### src/rtl/rv_pkg.sv
// rv_pkg: shared RV32 decode definitions for the decode stage.
//   - base opcode values (full 7-bit field, including the 2'b11 length bits)
//   - immediate-format enum used by imm_gen
//   - instruction field bit positions
//   - small decode helpers: immediate format, opcode legality, rd write
package rv_pkg;

  localparam logic [6:0] OPC_LUI      = 7'b0110111;
  localparam logic [6:0] OPC_AUIPC    = 7'b0010111;
  localparam logic [6:0] OPC_JAL      = 7'b1101111;
  localparam logic [6:0] OPC_JALR     = 7'b1100111;
  localparam logic [6:0] OPC_BRANCH   = 7'b1100011;
  localparam logic [6:0] OPC_LOAD     = 7'b0000011;
  localparam logic [6:0] OPC_STORE    = 7'b0100011;
  localparam logic [6:0] OPC_OP_IMM   = 7'b0010011;
  localparam logic [6:0] OPC_OP       = 7'b0110011;
  localparam logic [6:0] OPC_MISC_MEM = 7'b0001111;
  localparam logic [6:0] OPC_SYSTEM   = 7'b1110011;

  typedef enum logic [2:0] {
    IMM_I,
    IMM_S,
    IMM_B,
    IMM_U,
    IMM_J,
    IMM_NONE
  } imm_type_e;

  // Field positions inside the 32-bit instruction word.
  localparam int OPC_MSB    = 6;
  localparam int RD_LSB     = 7;
  localparam int FUNCT3_LSB = 12;
  localparam int RS1_LSB    = 15;
  localparam int RS2_LSB    = 20;
  localparam int ALT_BIT    = 30;

  function automatic imm_type_e imm_type_of(input logic [6:0] opc);
    imm_type_e t;
    t = IMM_NONE;
    case (opc)
      OPC_LOAD, OPC_OP_IMM, OPC_JALR: t = IMM_I;
      OPC_STORE:                      t = IMM_S;
      OPC_BRANCH:                     t = IMM_B;
      OPC_LUI, OPC_AUIPC:             t = IMM_U;
      OPC_JAL:                        t = IMM_J;
      default:                        t = IMM_NONE;
    endcase
    return t;
  endfunction

  function automatic logic is_legal_opcode(input logic [6:0] opc);
    logic ok;
    ok = 1'b0;
    case (opc)
      OPC_LUI, OPC_AUIPC, OPC_JAL, OPC_JALR, OPC_BRANCH, OPC_LOAD,
      OPC_STORE, OPC_OP_IMM, OPC_OP, OPC_MISC_MEM, OPC_SYSTEM: ok = 1'b1;
      default: ok = 1'b0;
    endcase
    return ok;
  endfunction

  function automatic logic writes_rd(input logic [6:0] opc);
    logic we;
    we = 1'b0;
    case (opc)
      OPC_OP, OPC_OP_IMM, OPC_LOAD, OPC_LUI,
      OPC_AUIPC, OPC_JAL, OPC_JALR: we = 1'b1;
      default: we = 1'b0;
    endcase
    return we;
  endfunction

endpackage

### src/rtl/imm_gen.sv
// imm_gen: combinational immediate generator.
//   instr    [31:7] instruction word above the opcode field
//   imm_type        immediate format selected by the decoder
//   imm      [W:0]  sign-extended immediate (0 for IMM_NONE)
module imm_gen
  import rv_pkg::*;
#(
  parameter int W = 31
) (
  input  logic [31:7] instr,
  input  imm_type_e   imm_type,
  output logic [W:0]  imm
);

  logic signed [31:0] imm32;

  // NOTE: every combinational output gets a default before the case so that
  // no path leaves it unassigned, which would otherwise infer a latch.
  always_comb begin
    imm32 = '0;
    case (imm_type)
      IMM_I: imm32 = {{20{instr[31]}}, instr[31:20]};
      IMM_S: imm32 = {{20{instr[31]}}, instr[31:25], instr[11:7]};
      IMM_B: imm32 = {{19{instr[31]}}, instr[31], instr[7], instr[30:25],
                      instr[11:8], 1'b0};
      IMM_U: imm32 = {instr[31:12], 12'b0};
      IMM_J: imm32 = {{11{instr[31]}}, instr[31], instr[19:12], instr[20],
                      instr[30:21], 1'b0};
      default: imm32 = '0;
    endcase
  end

  // Size cast of a signed value sign-extends (or truncates) to the datapath.
  assign imm = (W+1)'(imm32);

endmodule

### src/rtl/id_stage.sv
// id_stage: instruction decode stage.
//   clk, nrst                    clock, synchronous active-low reset
//   in_valid/in_ready/in_instr/in_pc   fetch handshake and instruction
//   radd1/radd2                  register-file read addresses
//   rs1/rs2                      register-file read data (one-cycle latency)
//   wb_wen/wb_wadd/wb_wdata      write-back snoop for operand bypass
//   flush                        kill the held bundle / discard an accept
//   ex_ready                     EX consumes the bundle
//   out_*                        decoded bundle presented to EX
module id_stage
  import rv_pkg::*;
#(
  parameter int         W        = 31,
  parameter logic [W:0] RESET_PC = '0
) (
  input  logic         clk,
  input  logic         nrst,
  input  logic         in_valid,
  output logic         in_ready,
  input  logic [31:0]  in_instr,
  input  logic [W:0]   in_pc,
  output logic [4:0]   radd1,
  output logic [4:0]   radd2,
  input  logic [W:0]   rs1,
  input  logic [W:0]   rs2,
  input  logic         wb_wen,
  input  logic [4:0]   wb_wadd,
  input  logic [W:0]   wb_wdata,
  input  logic         flush,
  input  logic         ex_ready,
  output logic         out_valid,
  output logic [W:0]   out_pc,
  output logic [W:0]   out_rs1_data,
  output logic [W:0]   out_rs2_data,
  output logic [W:0]   out_imm,
  output logic [4:0]   out_rd,
  output logic         out_rd_we,
  output logic [6:0]   out_opcode,
  output logic [2:0]   out_funct3,
  output logic         out_alt,
  output logic         out_illegal
);

  // Bundle registers
  logic         out_valid_q,   out_valid_d;
  logic [W:0]   out_pc_q,      out_pc_d;
  logic [W:0]   out_imm_q,     out_imm_d;
  logic [4:0]   out_rd_q,      out_rd_d;
  logic         out_rd_we_q,   out_rd_we_d;
  logic [6:0]   out_opcode_q,  out_opcode_d;
  logic [2:0]   out_funct3_q,  out_funct3_d;
  logic         out_alt_q,     out_alt_d;
  logic         out_illegal_q, out_illegal_d;
  logic [4:0]   rs1_addr_q,    rs1_addr_d;
  logic [4:0]   rs2_addr_q,    rs2_addr_d;

  // Last cycle's write-back, covering the write that lands on the same edge
  // as the register-file read.
  logic         wb_wen_q,   wb_wen_d;
  logic [4:0]   wb_wadd_q,  wb_wadd_d;
  logic [W:0]   wb_wdata_q, wb_wdata_d;

  // Decode of the incoming instruction
  logic [6:0]   dec_opcode;
  logic [4:0]   dec_rd;
  imm_type_e    dec_imm_type;
  logic         dec_illegal;
  logic         dec_rd_we;
  logic [W:0]   dec_imm;
  logic         accept;

  assign dec_opcode   = in_instr[OPC_MSB:0];
  assign dec_rd       = in_instr[RD_LSB +: 5];
  assign dec_imm_type = imm_type_of(dec_opcode);
  // The opcode table already contains the 2'b11 length bits; the explicit
  // test keeps the compressed-encoding rejection visible.
  assign dec_illegal  = !is_legal_opcode(dec_opcode) || (in_instr[1:0] != 2'b11);
  assign dec_rd_we    = writes_rd(dec_opcode) && (dec_rd != 5'd0) && !dec_illegal;

  imm_gen #(.W(W)) u_imm_gen (
    .instr    (in_instr[31:7]),
    .imm_type (dec_imm_type),
    .imm      (dec_imm)
  );

  assign in_ready = !out_valid_q || ex_ready;
  assign accept   = in_valid && in_ready;

  // While stalled the held addresses are re-read every cycle so the
  // registered read data tracks writes to the held operands.
  assign radd1 = in_ready ? in_instr[RS1_LSB +: 5] : rs1_addr_q;
  assign radd2 = in_ready ? in_instr[RS2_LSB +: 5] : rs2_addr_q;

  function automatic logic [W:0] bypass(
    input logic [4:0] addr,
    input logic [W:0] rf_data,
    input logic       wen_now,
    input logic [4:0] wadd_now,
    input logic [W:0] wdata_now,
    input logic       wen_prev,
    input logic [4:0] wadd_prev,
    input logic [W:0] wdata_prev
  );
    logic [W:0] v;
    if (addr == 5'd0)                           v = '0;
    else if (wen_now  && (wadd_now  == addr))   v = wdata_now;
    else if (wen_prev && (wadd_prev == addr))   v = wdata_prev;
    else                                        v = rf_data;
    return v;
  endfunction

  assign out_rs1_data = bypass(rs1_addr_q, rs1, wb_wen, wb_wadd, wb_wdata,
                               wb_wen_q, wb_wadd_q, wb_wdata_q);
  assign out_rs2_data = bypass(rs2_addr_q, rs2, wb_wen, wb_wadd, wb_wdata,
                               wb_wen_q, wb_wadd_q, wb_wdata_q);

  always_comb begin
    out_valid_d   = out_valid_q;
    out_pc_d      = out_pc_q;
    out_imm_d     = out_imm_q;
    out_rd_d      = out_rd_q;
    out_rd_we_d   = out_rd_we_q;
    out_opcode_d  = out_opcode_q;
    out_funct3_d  = out_funct3_q;
    out_alt_d     = out_alt_q;
    out_illegal_d = out_illegal_q;
    rs1_addr_d    = rs1_addr_q;
    rs2_addr_d    = rs2_addr_q;
    wb_wen_d      = wb_wen;
    wb_wadd_d     = wb_wadd;
    wb_wdata_d    = wb_wdata;

    // flush wins over both a new accept and a stall.
    if (flush) begin
      out_valid_d = 1'b0;
    end else if (accept) begin
      out_valid_d   = 1'b1;
      out_pc_d      = in_pc;
      out_imm_d     = dec_imm;
      out_rd_d      = dec_rd;
      out_rd_we_d   = dec_rd_we;
      out_opcode_d  = dec_opcode;
      out_funct3_d  = in_instr[FUNCT3_LSB +: 3];
      out_alt_d     = in_instr[ALT_BIT];
      out_illegal_d = dec_illegal;
      rs1_addr_d    = in_instr[RS1_LSB +: 5];
      rs2_addr_d    = in_instr[RS2_LSB +: 5];
    end else if (ex_ready) begin
      out_valid_d = 1'b0;
    end
  end

  // NOTE: state registers use non-blocking assignments so every flop samples
  // its pre-edge value; reset is synchronous, so it lives inside the clocked
  // branch rather than in the sensitivity list.
  always_ff @(posedge clk) begin
    if (!nrst) begin
      out_valid_q   <= 1'b0;
      out_pc_q      <= RESET_PC;
      out_imm_q     <= '0;
      out_rd_q      <= '0;
      out_rd_we_q   <= 1'b0;
      out_opcode_q  <= '0;
      out_funct3_q  <= '0;
      out_alt_q     <= 1'b0;
      out_illegal_q <= 1'b0;
      rs1_addr_q    <= '0;
      rs2_addr_q    <= '0;
      wb_wen_q      <= 1'b0;
      wb_wadd_q     <= '0;
      wb_wdata_q    <= '0;
    end else begin
      out_valid_q   <= out_valid_d;
      out_pc_q      <= out_pc_d;
      out_imm_q     <= out_imm_d;
      out_rd_q      <= out_rd_d;
      out_rd_we_q   <= out_rd_we_d;
      out_opcode_q  <= out_opcode_d;
      out_funct3_q  <= out_funct3_d;
      out_alt_q     <= out_alt_d;
      out_illegal_q <= out_illegal_d;
      rs1_addr_q    <= rs1_addr_d;
      rs2_addr_q    <= rs2_addr_d;
      wb_wen_q      <= wb_wen_d;
      wb_wadd_q     <= wb_wadd_d;
      wb_wdata_q    <= wb_wdata_d;
    end
  end

  assign out_valid   = out_valid_q;
  assign out_pc      = out_pc_q;
  assign out_imm     = out_imm_q;
  assign out_rd      = out_rd_q;
  assign out_rd_we   = out_rd_we_q;
  assign out_opcode  = out_opcode_q;
  assign out_funct3  = out_funct3_q;
  assign out_alt     = out_alt_q;
  assign out_illegal = out_illegal_q;

endmodule

### config.mk
export PLATFORM = sky130hd
export DESIGN_NAME = id_stage
export DESIGN_NICKNAME = d
export VERILOG_FILES = /design/src/rtl/rv_pkg.sv /design/src/rtl/imm_gen.sv /design/src/rtl/id_stage.sv
export SDC_FILE = /design/constraint.sdc
export NUM_CORES = 1
export LEC_CHECK = 0
export BUFFER_PORTS_ARGS = -buffer_cell sky130_fd_sc_hd__buf_4
export CORE_MARGIN = 4
export CORE_UTILIZATION = 45
export DETAILED_ROUTE_END_ITERATION = 8
export GPL_ROUTABILITY_DRIVEN = 0
export GPL_TIMING_DRIVEN = 1
export PLACE_DENSITY = 0.76
export SETUP_SLACK_MARGIN = 0.2
export SLEW_MARGIN = 20
export SYNTH_ARGS = -nofsm -noshare
export SYNTH_HDL_FRONTEND = slang
export SYNTH_HIERARCHICAL = 1
export SYNTH_SLANG_ARGS = --single-unit
### constraint.sdc
create_clock -name clk -period 3.4 [get_ports clk]
set_input_delay 0.17 -clock clk [delete_from_list [all_inputs] [get_ports clk]]
set_output_delay 0.17 -clock clk [all_outputs]
set_load 0.03 [all_outputs]
Word level (Yosys, flattened, before mapping) --
Cells that the tools add are included.
Storage, ports and cells: register bits after elaboration 131, bits in latches 0, memory bits (writable) 0, ROM bits 0, input port bits 171, output and inout bits 158, logic and storage cells 73, memories kept 0
Cells by class: add/sub/neg operators 0, multipliers 0, divide/modulo/power cells 0, $lt $le $gt $ge 0, eq/ne operators 20, shift-type cells 0, multiplexer cells 14, bitwise logic cells 2, reduce and logical (&&, ||, !) cells 23
Operators by type and width (count):
- 32-bit 2-to-1 mux | 6
- 32-bit case mux with 5 select lines | 1
- 7-bit == test (second input constant) | 4
- 7-bit by 6-bit == test with 1-bit output (second input constant) | 3
- 5-bit == test | 4
- 3-bit case mux with 5 select lines | 1
- 7-bit by 5-bit == test with 1-bit output (second input constant) | 2
- 11-bit OR reduction | 1
- 5-bit zero test | 2
- 5-bit 2-to-1 mux | 2
- 7-bit by 2-bit == test with 1-bit output (second input constant) | 1
- 7-bit by 4-bit == test with 1-bit output (second input constant) | 1
- 1-bit logical AND | 7
- 7-bit OR reduction | 1
- 3-bit by 2-bit == test with 1-bit output (second input constant) | 2
- 5-bit nonzero test | 1
- 1-bit 2-to-1 mux | 4
- 2-bit OR reduction | 2
- 3-bit by 1-bit == test with 1-bit output (second input constant) | 1
- 3-bit == test (second input constant) | 1
- 1-bit zero test | 3
- 3-bit zero test | 1
- 3-bit OR reduction | 1
- 1-bit logical OR | 2
- 4 further kinds | 5

Longest topological paths before layout --
depth in word-level cells 7, gate-level depth with buffers 11, gate-level depth less buffers 9

By module --
Netlist, hierarchy kept.
Modules (own cells, without submodules):
- id_stage | times used 1, cells each 899, area an instance 6899.1 µm², sequential area each 2622.5 µm²
- imm_gen | times used 1, cells each 94, area an instance 540.5 µm², sequential area each 0.0 µm²

Least setup slack after synthesis --
Ideal clock, no wire load.
path type in2reg, start point in in_instr[6], end point reg out_imm_q[20], in the netlist out_imm[20], setup time 0.076 ns, data arrival time 2.269 ns, slack 1.055 ns, stages on the path 11, cells stage by stage clkbuf_1 -> and3b_1 -> a21oi_1 -> or4b_2 -> buf_6 -> maj3_2 -> nand2b_4 -> buf_6 -> nand2_1 -> nand2_1 -> a21boi_0
Between the ends: word-level cells in the longest chain between the ends 5, elaborated cells on any way between the ends 17, classes of those cells 12 x eq/ne; 2 x mux; 3 x reduce/logical
Ends and longest elaborated chain:
- start: declaration | line id_stage.sv:20 | input logic [31:0] in_instr,
- 7-bit by 5-bit == test with 1-bit output (tied with other cells) | line rv_pkg.sv:40 | case (opc)
- 3-bit OR reduction / 2-bit OR reduction (equally long branches) | line rv_pkg.sv:40
- 3-bit case mux with 5 select lines (*) | line rv_pkg.sv:40
- via dec_imm_type[2] | line id_stage.sv:66 | imm_type_e dec_imm_type;
- 3-bit == test (tied with other cells) | line imm_gen.sv:21 | case (imm_type)
- 32-bit case mux with 5 select lines (*) | line imm_gen.sv:21
- via dec_imm[20] | line id_stage.sv:69 | logic [W:0] dec_imm;
- end signal: assignment | line id_stage.sv:175 | out_imm_q <= out_imm_d;
- end: declaration | line id_stage.sv:47 | logic [W:0] out_imm_q, out_imm_d;
Mark *: on every way through the listed nets, which the timed path passes. The rest lies on a longest branch. A chain may end at the register's enable or synchronous reset.

Final worst setup path --
start point reg wb_wen_q, end point out out_rs2_data[20]
Between the ends: word-level cells in the longest chain between the ends 4
Ends and longest elaborated chain:
- start: declaration | line id_stage.sv:59 | logic wb_wen_q, wb_wen_d;
- start signal: assignment | line id_stage.sv:184 | wb_wen_q <= wb_wen_d;
- 1-bit logical AND | line id_stage.sv:107 | else if (wen_prev && (wadd_prev == addr)) v = wdata_prev;
- 32-bit 2-to-1 mux | line id_stage.sv:107
- 32-bit 2-to-1 mux | line id_stage.sv:106 | else if (wen_now && (wadd_now == addr)) v = wdata_now;
- 32-bit 2-to-1 mux | line id_stage.sv:105 | if (addr == 5'd0) v = '0;
- end: declaration | line id_stage.sv:34 | output logic [W:0] out_rs2_data,
No other way between the ends.

==> flow_summary.ini <==
[clock_tree]
cts_setup_buffers = 0
path_clk_slew_ns = 0.06
cts-htree-levels = 4
cts_buffers = 17
clock_latency_ns = 0.42
cts_buffer_depth = 2
clock_sinks = 131
cts_root_buf = clkbuf_16
cts_tree = built

[grt]
track_usage = 0.303
grt_pass1_wl_um = 44800
grt_pass1_vias = 8546
grt_start_max_net_pins = 132
gr-total-overflow = 0
antenna_found_initial = 0

[floorplan]
io_pins = 329
die_h_um = 137
die_x_um = 137
start_util = 0.463
coreArea_um2 = 16100
row_count = 46
dieArea_um2 = 18700

[synthesis]
synthArstFlopShare = 0
syn_inst = 993
yosys_warnings = 6
ys_seq_area_frac = 0.353
yosysUniqueCellTypes = 43
syn-cell-area_um2 = 7440
yosys_most_used_dff = dfxtp_1
synth.ff_latch_count = 131
syn-num-nets = 1164
synth_enable_flop_cells = 0
postSynthAreaPerCell_um2 = 7.49

[status]
outcome = completed

[detailed_routing]
dr.pass1.iters = 5
postRouteAntennaNets = 0
wl_met2_um = 13500
remaining_drc_errors = 0
wl_um = 29100
viasPerCell = 5.72
dr_total_vias = 8803
wire_per_inst_um = 18.9
met1_length_um = 11000
wl_met3_um = 3230
drt-initial-drc-count = 598
top_layer_used = met4

[layout]
syn2layout_area_growth_pct = 49.2
antenna_cells = 0
fin_nets = 1481
fillCellCount = 1296
drive_gt1_frac = 0.305

[pwr]
p_comb_frac = 0.264
p_sw_w = 0.00148
pwr-share-clk = 0.383
p_int_w = 0.00315
ir_worst_vdd_v = 0.000333
power_frac_seq = 0.353
p_sw_frac = 0.319
power.leakage_nw = 4.42
power_density_nw_per_um2 = 417

[timing]
period_share = 0.882
hold_slack_ns = 0.0153
slew_viol_final = 0
relSlewSlack = 0.353
fmax_mhz = 333
hold_violations = 0
setup_tns_ns = 0
period_needed_ns = 3.00
finalSetupViolCount = 0
worst_pin_slew_ns = 0.970
clock-skew-final_ns = 0.00613
rsz0062_at_grt = no

[placement]
io_buffers = 328
dp_hpwl_um = 19700

[setup_path]
crit_type = flop to output port
arrival_ns = 2.83
worstSetupStartpointType = flop
path_max_fanout = 22
worstReg2RegStart = out_valid
worst_setup_path_end_kind = output port
r2r_setup_slack_ns = 1.03
cp-startpoint = wb_wen_q
crit_required_ns = 3.23

[min_path]
hp-class = input pin to flop
min-delay-start = in_pc[20]

[job]
drv_cap = 0
[metrics by stage]
step	area, um2	instances	total power, W	util	setup slack (ns)
global placement	9970	1454	0.00281	0.621	0.882
floorplan	7440	993	0.00230	-	1.06
finish	11100	1539	0.00463	0.691	0.401
global route	11100	1539	0.00481	0.691	0.245
detailed placement	9970	1454	0.00282	0.621	0.811
CTS	11100	1539	0.00464	0.690	0.449
[final cells by class]
| cell class | instances | area, um2 | share of cell area |
|---|---|---|---|
| flip-flops and latches | 131 | 2620 | 0.236 |
| well taps | 216 | 270 | 0.0243 |
| clock inverters | 11 | 104 | 0.00936 |
| multi-input cells | 753 | 4420 | 0.398 |
| clock buffers | 21 | 470 | 0.0424 |
| inverters | 7 | 26.3 | 0.00237 |
| repair buffers | 400 | 3190 | 0.287 |
[power by group through the flow]
stage	Clock, W	Sequential (W)	Combinational [W]
floorplan	0	0.00172	0.000579
global placement	0	0.00166	0.00115
detailed placement	0	0.00167	0.00115
CTS	0.00180	0.00163	0.00120
global route	0.00187	0.00164	0.00129
finish	0.00177	0.00163	0.00122
[worst max-delay path: stages, from the launching register on]
cell and delay (ns):
dfxtp_1 0.71, buf_4 0.39, nand2_1 0.11, or3_1 0.37
a311oi_1 0.56, buf_4 0.27
[metal layers]
| layer | global-route usage | up-vias |
|---|---|---|
| met5 | 0 | - |
| met2 | 0.491 | 464 |
| li1 | - | 4129 |
| met3 | 0.110 | 101 |
| met4 | 0.141 | 0 |
| met1 | 0.357 | 4109 |
[registers in the layout, indices dropped and copies added, names as in the netlist]
name / cells
out_alt: 1
out_funct3: 3
out_illegal: 1
out_imm: 32
out_opcode: 7
out_pc: 32
out_rd: 5
out_rd_we: 1
out_valid: 1
rs1_addr_q: 5
rs2_addr_q: 5
wb_wadd_q: 5
wb_wdata_q: 32
wb_wen_q: 1
[cell usage in the layout, fill, tap and decap left out, types with 22 or more instances in the layout]
cell type      Yosys  layout
o21ai_0           66      66
dlygate4sd3_1      0      53
a311oi_1          64      64
and2_1            39      39
or3_1             60      60
nor3_1            66      65
a21boi_0          91      91
dfxtp_1          131     131
a21oi_1           22      22
buf_4              0     342
nand2_1          240     240
[path summary, 6_finish.rpt]
check | depth (start not counted) | to
setup / recovery | 5 | out_rs2_data[20]
hold / removal | 3 | out_pc[20]
hold reg to reg | 2 | out_pc[7]
setup reg to reg | 5 | out_imm[29]
[cell families after synthesis]
kind of cell / share of synthesized area
buffers and inverters: 0.0600
xor gates and xnor gates: 0.0247
and+or+nand+nor: 0.297
AOI/OAI and AO/OA: 0.242
muxes: 0.0225
adders and majority gates: 0.00151
DFF: 0.353
[synth_stat cells (4+ instances only)]
master / instances / share of area
a311oi_1: 64 / 0.075
dfxtp_1: 131 / 0.35
clkbuf_2: 6 / 0.0040
o22ai_1: 13 / 0.011
or3_1: 60 / 0.050
nor2b_1: 9 / 0.0076
or4_1: 4 / 0.0040
clkbuf_1: 85 / 0.043
o21ai_0: 66 / 0.044
nor2_1: 5 / 0.0025
and2_1: 39 / 0.033
a21boi_0: 91 / 0.092
nor3_1: 66 / 0.044
nand4_1: 4 / 0.0034
nand2_1: 240 / 0.12
nand2b_1: 8 / 0.0067
a21oi_1: 22 / 0.015
inv_1: 7 / 0.0035
buf_2: 6 / 0.0040
mux2_2: 14 / 0.021
xnor2_1: 19 / 0.022
[what timing repair did]
item | CTS | global route
endpoints found under the hold margin | 53 | 0
gates resized for setup | 0 | 1
endpoints found under the setup margin | 0 | 1
hold buffers | 53 | 0
Power figures use the tool's default switching activity.
